### config.mk
export PLATFORM = sky130hd
export DESIGN_NAME = irq_source_ctrl_flat
export DESIGN_NICKNAME = d
export VERILOG_FILES = /design/src/rtl/irq_source_ctrl_if.sv /design/src/rtl/irq_source_ctrl.sv /design/src/flat_wrapper.sv
export SDC_FILE = /design/constraint.sdc
export NUM_CORES = 1
export LEC_CHECK = 0
export ABC_CLOCK_PERIOD_IN_PS = 3600
export BUFFER_PORTS_ARGS = -buffer_cell sky130_fd_sc_hd__buf_2
export CAP_MARGIN = 20
export CORE_AREA = 2 2 106 77
export CTS_CLUSTER_SIZE = 14
export DETAILED_ROUTE_END_ITERATION = 12
export DIE_AREA = 0 0 108 79
export GPL_TIMING_DRIVEN = 0
export PLACE_DENSITY = 0.54
export SYNTH_ARGS = -nofsm -noshare
export SYNTH_HDL_FRONTEND = slang
export SYNTH_SLANG_ARGS = --single-unit
### constraint.sdc
create_clock -name clk -period 3.6 [get_ports clk]
set_input_delay 0.72 -clock clk [delete_from_list [all_inputs] [get_ports clk]]
set_output_delay 0.72 -clock clk [all_outputs]
set_load 0.02 [all_outputs]
### src/rtl/irq_source_ctrl_if.sv
// rtl/irq_source_ctrl_if.sv - interrupt source / core / register bus signals for irq_source_ctrl
interface irq_source_ctrl_if;
    logic [7:0] src_in;
    logic       nmi_src;
    logic       irq_ack;
    logic [2:0] irq_ack_id;
    logic       nmi_ack;
    logic       cfg_we;
    logic [2:0] cfg_addr;
    logic [7:0] cfg_wdata;
    logic [7:0] cfg_rdata;
    logic [7:0] IRQ;
    logic       NMI;
    logic [2:0] irq_id;

    modport master (
        output src_in, nmi_src, irq_ack, irq_ack_id, nmi_ack, cfg_we, cfg_addr, cfg_wdata,
        input  cfg_rdata, IRQ, NMI, irq_id
    );

    modport slave (
        input  src_in, nmi_src, irq_ack, irq_ack_id, nmi_ack, cfg_we, cfg_addr, cfg_wdata,
        output cfg_rdata, IRQ, NMI, irq_id
    );
endinterface

### src/rtl/irq_source_ctrl.sv
// rtl/irq_source_ctrl.sv - interrupt source controller; optional timer on source 7 via IRQ_TIMER_EN
module irq_source_ctrl #(
    parameter int         SYNC_STAGES  = 2,
    parameter logic [7:0] RESET_ENABLE = 8'h00
) (
    input  logic          clk,
    input  logic          rst,
    irq_source_ctrl_if.slave bus
);
    logic [8:0] sync_q [SYNC_STAGES];
    logic [8:0] hist_q;
    logic [8:0] synced;
    logic [8:0] rise;
    logic [7:0] enable_q;
    logic [7:0] mode_q;
    logic [7:0] pending_q;
    logic [7:0] pending_d;
    logic [7:0] src_level;
    logic [7:0] src_rise;
    logic [7:0] irq;
    logic [2:0] id;
    logic       nmi_q;
    logic       wr_enable;
    logic       wr_pending;
    logic       wr_mode;
    logic [7:0] timer_rd;

    assign synced     = sync_q[SYNC_STAGES-1];
    assign rise       = synced & ~hist_q;
    assign wr_enable  = bus.cfg_we && (bus.cfg_addr == 3'd0);
    assign wr_pending = bus.cfg_we && (bus.cfg_addr == 3'd1);
    assign wr_mode    = bus.cfg_we && (bus.cfg_addr == 3'd2);

    // Bit 8 of the synchroniser chain carries nmi_src.
    always_ff @(posedge clk or negedge rst) begin
        if (!rst) begin
            for (int s = 0; s < SYNC_STAGES; s++) sync_q[s] <= '0;
            hist_q <= '0;
        end else begin
            sync_q[0] <= {bus.nmi_src, bus.src_in};
            for (int s = 1; s < SYNC_STAGES; s++) sync_q[s] <= sync_q[s-1];
            hist_q <= synced;
        end
    end

`ifdef IRQ_TIMER_EN
    logic [15:0] reload_q;
    logic [15:0] cnt_q;
    logic        run_q;
    logic        auto_q;
    logic        timer_fire;

    assign timer_fire = run_q && (cnt_q == 16'd0);
    assign src_level  = {timer_fire, synced[6:0]};
    assign src_rise   = {timer_fire, rise[6:0]};
    assign timer_rd   = (bus.cfg_addr == 3'd4) ? reload_q[7:0]  :
                        (bus.cfg_addr == 3'd5) ? reload_q[15:8] :
                        (bus.cfg_addr == 3'd6) ? {6'd0, auto_q, run_q} : 8'h00;

    always_ff @(posedge clk or negedge rst) begin
        if (!rst) begin
            reload_q <= '0;
            cnt_q    <= '0;
            run_q    <= 1'b0;
            auto_q   <= 1'b0;
        end else begin
            if (bus.cfg_we && bus.cfg_addr == 3'd4) reload_q[7:0]  <= bus.cfg_wdata;
            if (bus.cfg_we && bus.cfg_addr == 3'd5) reload_q[15:8] <= bus.cfg_wdata;
            // A control write takes precedence over the running countdown.
            if (bus.cfg_we && bus.cfg_addr == 3'd6) begin
                run_q  <= bus.cfg_wdata[0];
                auto_q <= bus.cfg_wdata[1];
                if (bus.cfg_wdata[0]) cnt_q <= reload_q;
            end else if (run_q) begin
                if (cnt_q == 16'd0) begin
                    if (auto_q) cnt_q <= reload_q;
                    else        run_q <= 1'b0;
                end else begin
                    cnt_q <= cnt_q - 16'd1;
                end
            end
        end
    end
`else
    assign src_level = synced[7:0];
    assign src_rise  = rise[7:0];
    assign timer_rd  = 8'h00;
`endif

    // Edge mode: a set event in the same cycle as a clear wins.
    always_comb begin
        pending_d = pending_q;
        for (int i = 0; i < 8; i++) begin
            if (mode_q[i]) begin
                pending_d[i] = src_level[i];
            end else begin
                pending_d[i] = src_rise[i] |
                    (pending_q[i] & ~((bus.irq_ack && bus.irq_ack_id == 3'(i)) ||
                                      (wr_pending && bus.cfg_wdata[i])));
            end
        end
    end

    always_ff @(posedge clk or negedge rst) begin
        if (!rst) begin
            enable_q  <= RESET_ENABLE;
            mode_q    <= '0;
            pending_q <= '0;
            nmi_q     <= 1'b0;
        end else begin
            if (wr_enable) enable_q <= bus.cfg_wdata;
            if (wr_mode)   mode_q   <= bus.cfg_wdata;
            pending_q <= pending_d;
            if (rise[8])          nmi_q <= 1'b1;
            else if (bus.nmi_ack) nmi_q <= 1'b0;
        end
    end

    assign irq = pending_q & enable_q;

    always_comb begin
        id = 3'd0;
        for (int i = 7; i >= 0; i--) begin
            if (irq[i]) id = 3'(i);
        end
    end

    always_comb begin
        case (bus.cfg_addr)
            3'd0:    bus.cfg_rdata = enable_q;
            3'd1:    bus.cfg_rdata = pending_q;
            3'd2:    bus.cfg_rdata = mode_q;
            3'd3:    bus.cfg_rdata = {|irq, nmi_q, 3'b000, id};
            3'd4,
            3'd5,
            3'd6:    bus.cfg_rdata = timer_rd;
            default: bus.cfg_rdata = 8'h00;
        endcase
    end

    assign bus.IRQ    = irq;
    assign bus.NMI    = nmi_q;
    assign bus.irq_id = id;
endmodule
### src/flat_wrapper.sv
// flat-port wrapper written by rule: the top's interface ports become plain ports
module irq_source_ctrl_flat 
#(
    parameter int         SYNC_STAGES  = 2,
    parameter logic [7:0] RESET_ENABLE = 8'h00
)
  (clk, rst, bus_src_in, bus_nmi_src, bus_irq_ack, bus_irq_ack_id, bus_nmi_ack, bus_cfg_we, bus_cfg_addr, bus_cfg_wdata, bus_cfg_rdata, bus_IRQ, bus_NMI, bus_irq_id);
  irq_source_ctrl_if bus_i ();
  input  logic clk;
  input  logic rst;
  input wire logic [$bits(bus_i.src_in)-1:0] bus_src_in;
  input wire logic [$bits(bus_i.nmi_src)-1:0] bus_nmi_src;
  input wire logic [$bits(bus_i.irq_ack)-1:0] bus_irq_ack;
  input wire logic [$bits(bus_i.irq_ack_id)-1:0] bus_irq_ack_id;
  input wire logic [$bits(bus_i.nmi_ack)-1:0] bus_nmi_ack;
  input wire logic [$bits(bus_i.cfg_we)-1:0] bus_cfg_we;
  input wire logic [$bits(bus_i.cfg_addr)-1:0] bus_cfg_addr;
  input wire logic [$bits(bus_i.cfg_wdata)-1:0] bus_cfg_wdata;
  output wire logic [$bits(bus_i.cfg_rdata)-1:0] bus_cfg_rdata;
  output wire logic [$bits(bus_i.IRQ)-1:0] bus_IRQ;
  output wire logic [$bits(bus_i.NMI)-1:0] bus_NMI;
  output wire logic [$bits(bus_i.irq_id)-1:0] bus_irq_id;
  assign bus_i.src_in = bus_src_in;
  assign bus_i.nmi_src = bus_nmi_src;
  assign bus_i.irq_ack = bus_irq_ack;
  assign bus_i.irq_ack_id = bus_irq_ack_id;
  assign bus_i.nmi_ack = bus_nmi_ack;
  assign bus_i.cfg_we = bus_cfg_we;
  assign bus_i.cfg_addr = bus_cfg_addr;
  assign bus_i.cfg_wdata = bus_cfg_wdata;
  assign bus_cfg_rdata = bus_i.cfg_rdata;
  assign bus_IRQ = bus_i.IRQ;
  assign bus_NMI = bus_i.NMI;
  assign bus_irq_id = bus_i.irq_id;
  irq_source_ctrl #(.SYNC_STAGES(SYNC_STAGES), .RESET_ENABLE(RESET_ENABLE)) u_core (.clk(clk), .rst(rst), .bus(bus_i));
endmodule
==> out/results.ini <==
[timing]
rsz0062_at_grt=false
clock_skew_ns=0.002529
hold_viol_final=0
worst_slew_pin_slew_ns=0.7105
relSlewSlack=0.5244
finalCritPeriodShare=0.7257
finalSetupViolCount=0
fmax_mhz=382.8
drv_slew=0
fin_tns_setup_ns=0
min_period_ns=2.613
setup_slack_ns=0.9875

[worst_setup_path]
crit_path_end_kind=output port
slowest_stage=nor3_1
worstSetupPathType=input port to output port
arrival_ns=1.89
cpPeakStageDelay_ns=0.25
critical_path.cell_chain=buf_2 -> buf_6 -> buf_2 -> o21ai_0 -> a31oi_1 -> nor3_1 -> buf_2
critPathRequiredTime_ns=2.88
start_kind=input port
cp_common_cell=buf_2
crit_fanout=10

[finish]
nets=276
diodes=0
area_growth_pct=20.24
fillers=798
finalNonFillerCells=349
fin_area_um2=2669
drive_gt1_frac=0.3145

[clocking]
post_cts_buffers=0
cts_buffer_depth=2
cts_tree=built
cts_resized=0
clk_latency_ns=0.30
path_clk_slew_ns=0.08
cts.htree.levels=2
cts_buffers=5
holdBufCountCts=0
cts-root-buf=clkbuf_8
cts_num_sinks=52

[grt]
grt_use_total=0.1312
grt_overflow_total=0
grt_max_degree=28
grt_pass1_wl_mm=8.362
antenna_found_initial=0
grt_pass1_vias=1566

[yosys]
synth_area_leaders=dfrtp_1 (59%), mux2_2 (8.1%), nand2_1 (4.6%), inv_1 (2.9%), nand4b_1 (2.8%)
syn_avg_cell_area_um2=11.38
synth_area_um2=2220
synth_nets=223
synth_area_leader_cell=dfrtp_1
syn_inst=195
synth_warnings=0
synthDistinctLibCells=34
ys_seq_area_frac=0.5862
ys_seq_elements=52
synth_top_area_frac=0.5862

[route]
avgRoutedWirePerCell_um=14.81
drt_wl_total_mm=5.170
viasPerCell=4.550
antenna_left=0
dr.pass1.iters=4
drc=0
via_count=1588
dr.first_iter.drc_count=63

[die]
io_pins=48
num_rows=27
die_area_um2=8532
initial_core_util=0.2920
die_w_um=108
core_area_um2=7601
die_y_um=79

[placement]
dp_hpwl_mm=3.913
place_area_um2=2591
port-buffer-count=45
gp_congestion=0.7912
dp_cells=342
place_ws_ns=1.014

[status]
status=finished, final reports clean

[pwr]
ir_drop_mv=0.1983
leakagePower_nw=1.285
powerDensity_nw_per_um2=520.0

[min_path]
hp-class=register to register

[flow_run]
maxCapViolCount=0

-- stage by stage --
step	hold slack [ns]	power, mW	util
3_5_place_dp	0.3358	1.090	0.3409
4_1_cts	0.3569	1.411	0.3511
6_report	0.3529	1.388	0.3511
2_1_floorplan	0.3312	0.9536	-
3_3_place_gp	0.3322	1.081	0.3383
5_1_grt	0.3658	1.482	0.3511
-- Yosys cell counts --
master and number:
inv_1 17, nand2b_1 1, o211ai_1 2, a211oi_1 1, clkbuf_1 1, nor2_1 7, a21oi_1 4, buf_6 1
o21ai_0 10, a41o_1 2, and3_1 2, mux2i_1 5, mux4_2 1, nand2_1 27, clkbuf_2 1, buf_2 4
dfrtp_1 52, nor3_1 2, and2_1 5, mux2_2 16, a21bo_2 1, nor4b_4 1, o221ai_1 1, nor4bb_1 2
a21boi_0 2, nand4b_1 7, nand4_1 2, nand3_1 5, nor2b_1 5, o22ai_1 1, a22oi_1 2, o21a_1 1
or2_2 1, a31oi_1 3
-- placed cells by master, fill, tap and decap left out, types with 3 or more instances in the layout --
master,n
nor2_1,7
dfrtp_1,52
a21oi_1,4
buf_2,49
nor2b_1,5
mux2_2,16
mux2i_1,5
nand2_1,27
nand3_1,5
o21ai_0,10
clkbuf_8,5
and2_1,5
nand4b_1,7
inv_1,17
a31oi_1,3
-- power breakdown --
group	switching, mW	leakage [nW]	total, mW	internal [mW]
Combinational	0.205	0.635	0.359	0.154
Sequential	0.0569	0.609	0.715	0.658
Clock	0.181	0.0410	0.314	0.133
-- sequential cells by signal, indices dropped and copies added (netlist names) --
register / cells
u_core.hist_q: 9
u_core.mode_q: 8
u_core.enable_q: 8
u_core.bus.NMI: 1
u_core.pending_q: 8
u_core.synced: 9
u_core.sync_q: 9
-- logic make-up after synthesis --
kind of cell    count (synthesis)  synth area share
simple gates                   67            0.1657
compound gates                 30           0.08737
mux                            22            0.1139
flops                          52            0.5862
buf+inv                        24           0.04678
-- area by class of cell --
| cell class | instances | area (um^2) | share of cell area |
|---|---|---|---|
| repair buffers | 46 | 245.2 | 0.09189 |
| plain buffers | 7 | 40.04 | 0.01500 |
| multi-input cells | 119 | 814.5 | 0.3052 |
| inverters | 17 | 63.81 | 0.02391 |
| clock inverters | 1 | 5.005 | 0.001875 |
| clock buffers | 6 | 72.57 | 0.02719 |
| well taps | 101 | 126.4 | 0.04735 |
| flip-flops and latches | 52 | 1301 | 0.4876 |
-- per-layer routing --
layer	global-route usage	up-vias	share of wire
met5	0	-	0
met4	0.03846	0	0.0097
met3	0.03284	4	0.042
met2	0.1805	31	0.43
met1	0.2009	777	0.52
li1	-	776	-
-- critical path: cells and delay by family --
kind / cells / cell delay, ns
buffers and inverters: 4 / 0.68
AO/OA/AOI/OAI: 2 / 0.24
AND/OR/NAND/NOR: 1 / 0.25
-- worst paths after layout --
path                                         from                  end  slack [ns]  depth (start not counted)
worst min-delay path            u_core.sync_q[16]     u_core.synced[7]        0.35                          0
worst max-delay path              bus_cfg_addr[0]     bus_cfg_rdata[2]        0.99                          7
min in group asynchronous                     rst    u_core.sync_q[12]        0.42                          1
max in group asynchronous                     rst     u_core.mode_q[7]        2.63                          2
worst min register to register  u_core.sync_q[16]     u_core.synced[7]        0.35                          0
worst max register to register   u_core.mode_q[2]  u_core.pending_q[2]        2.71                          3
(Power assumes the default switching activity.)
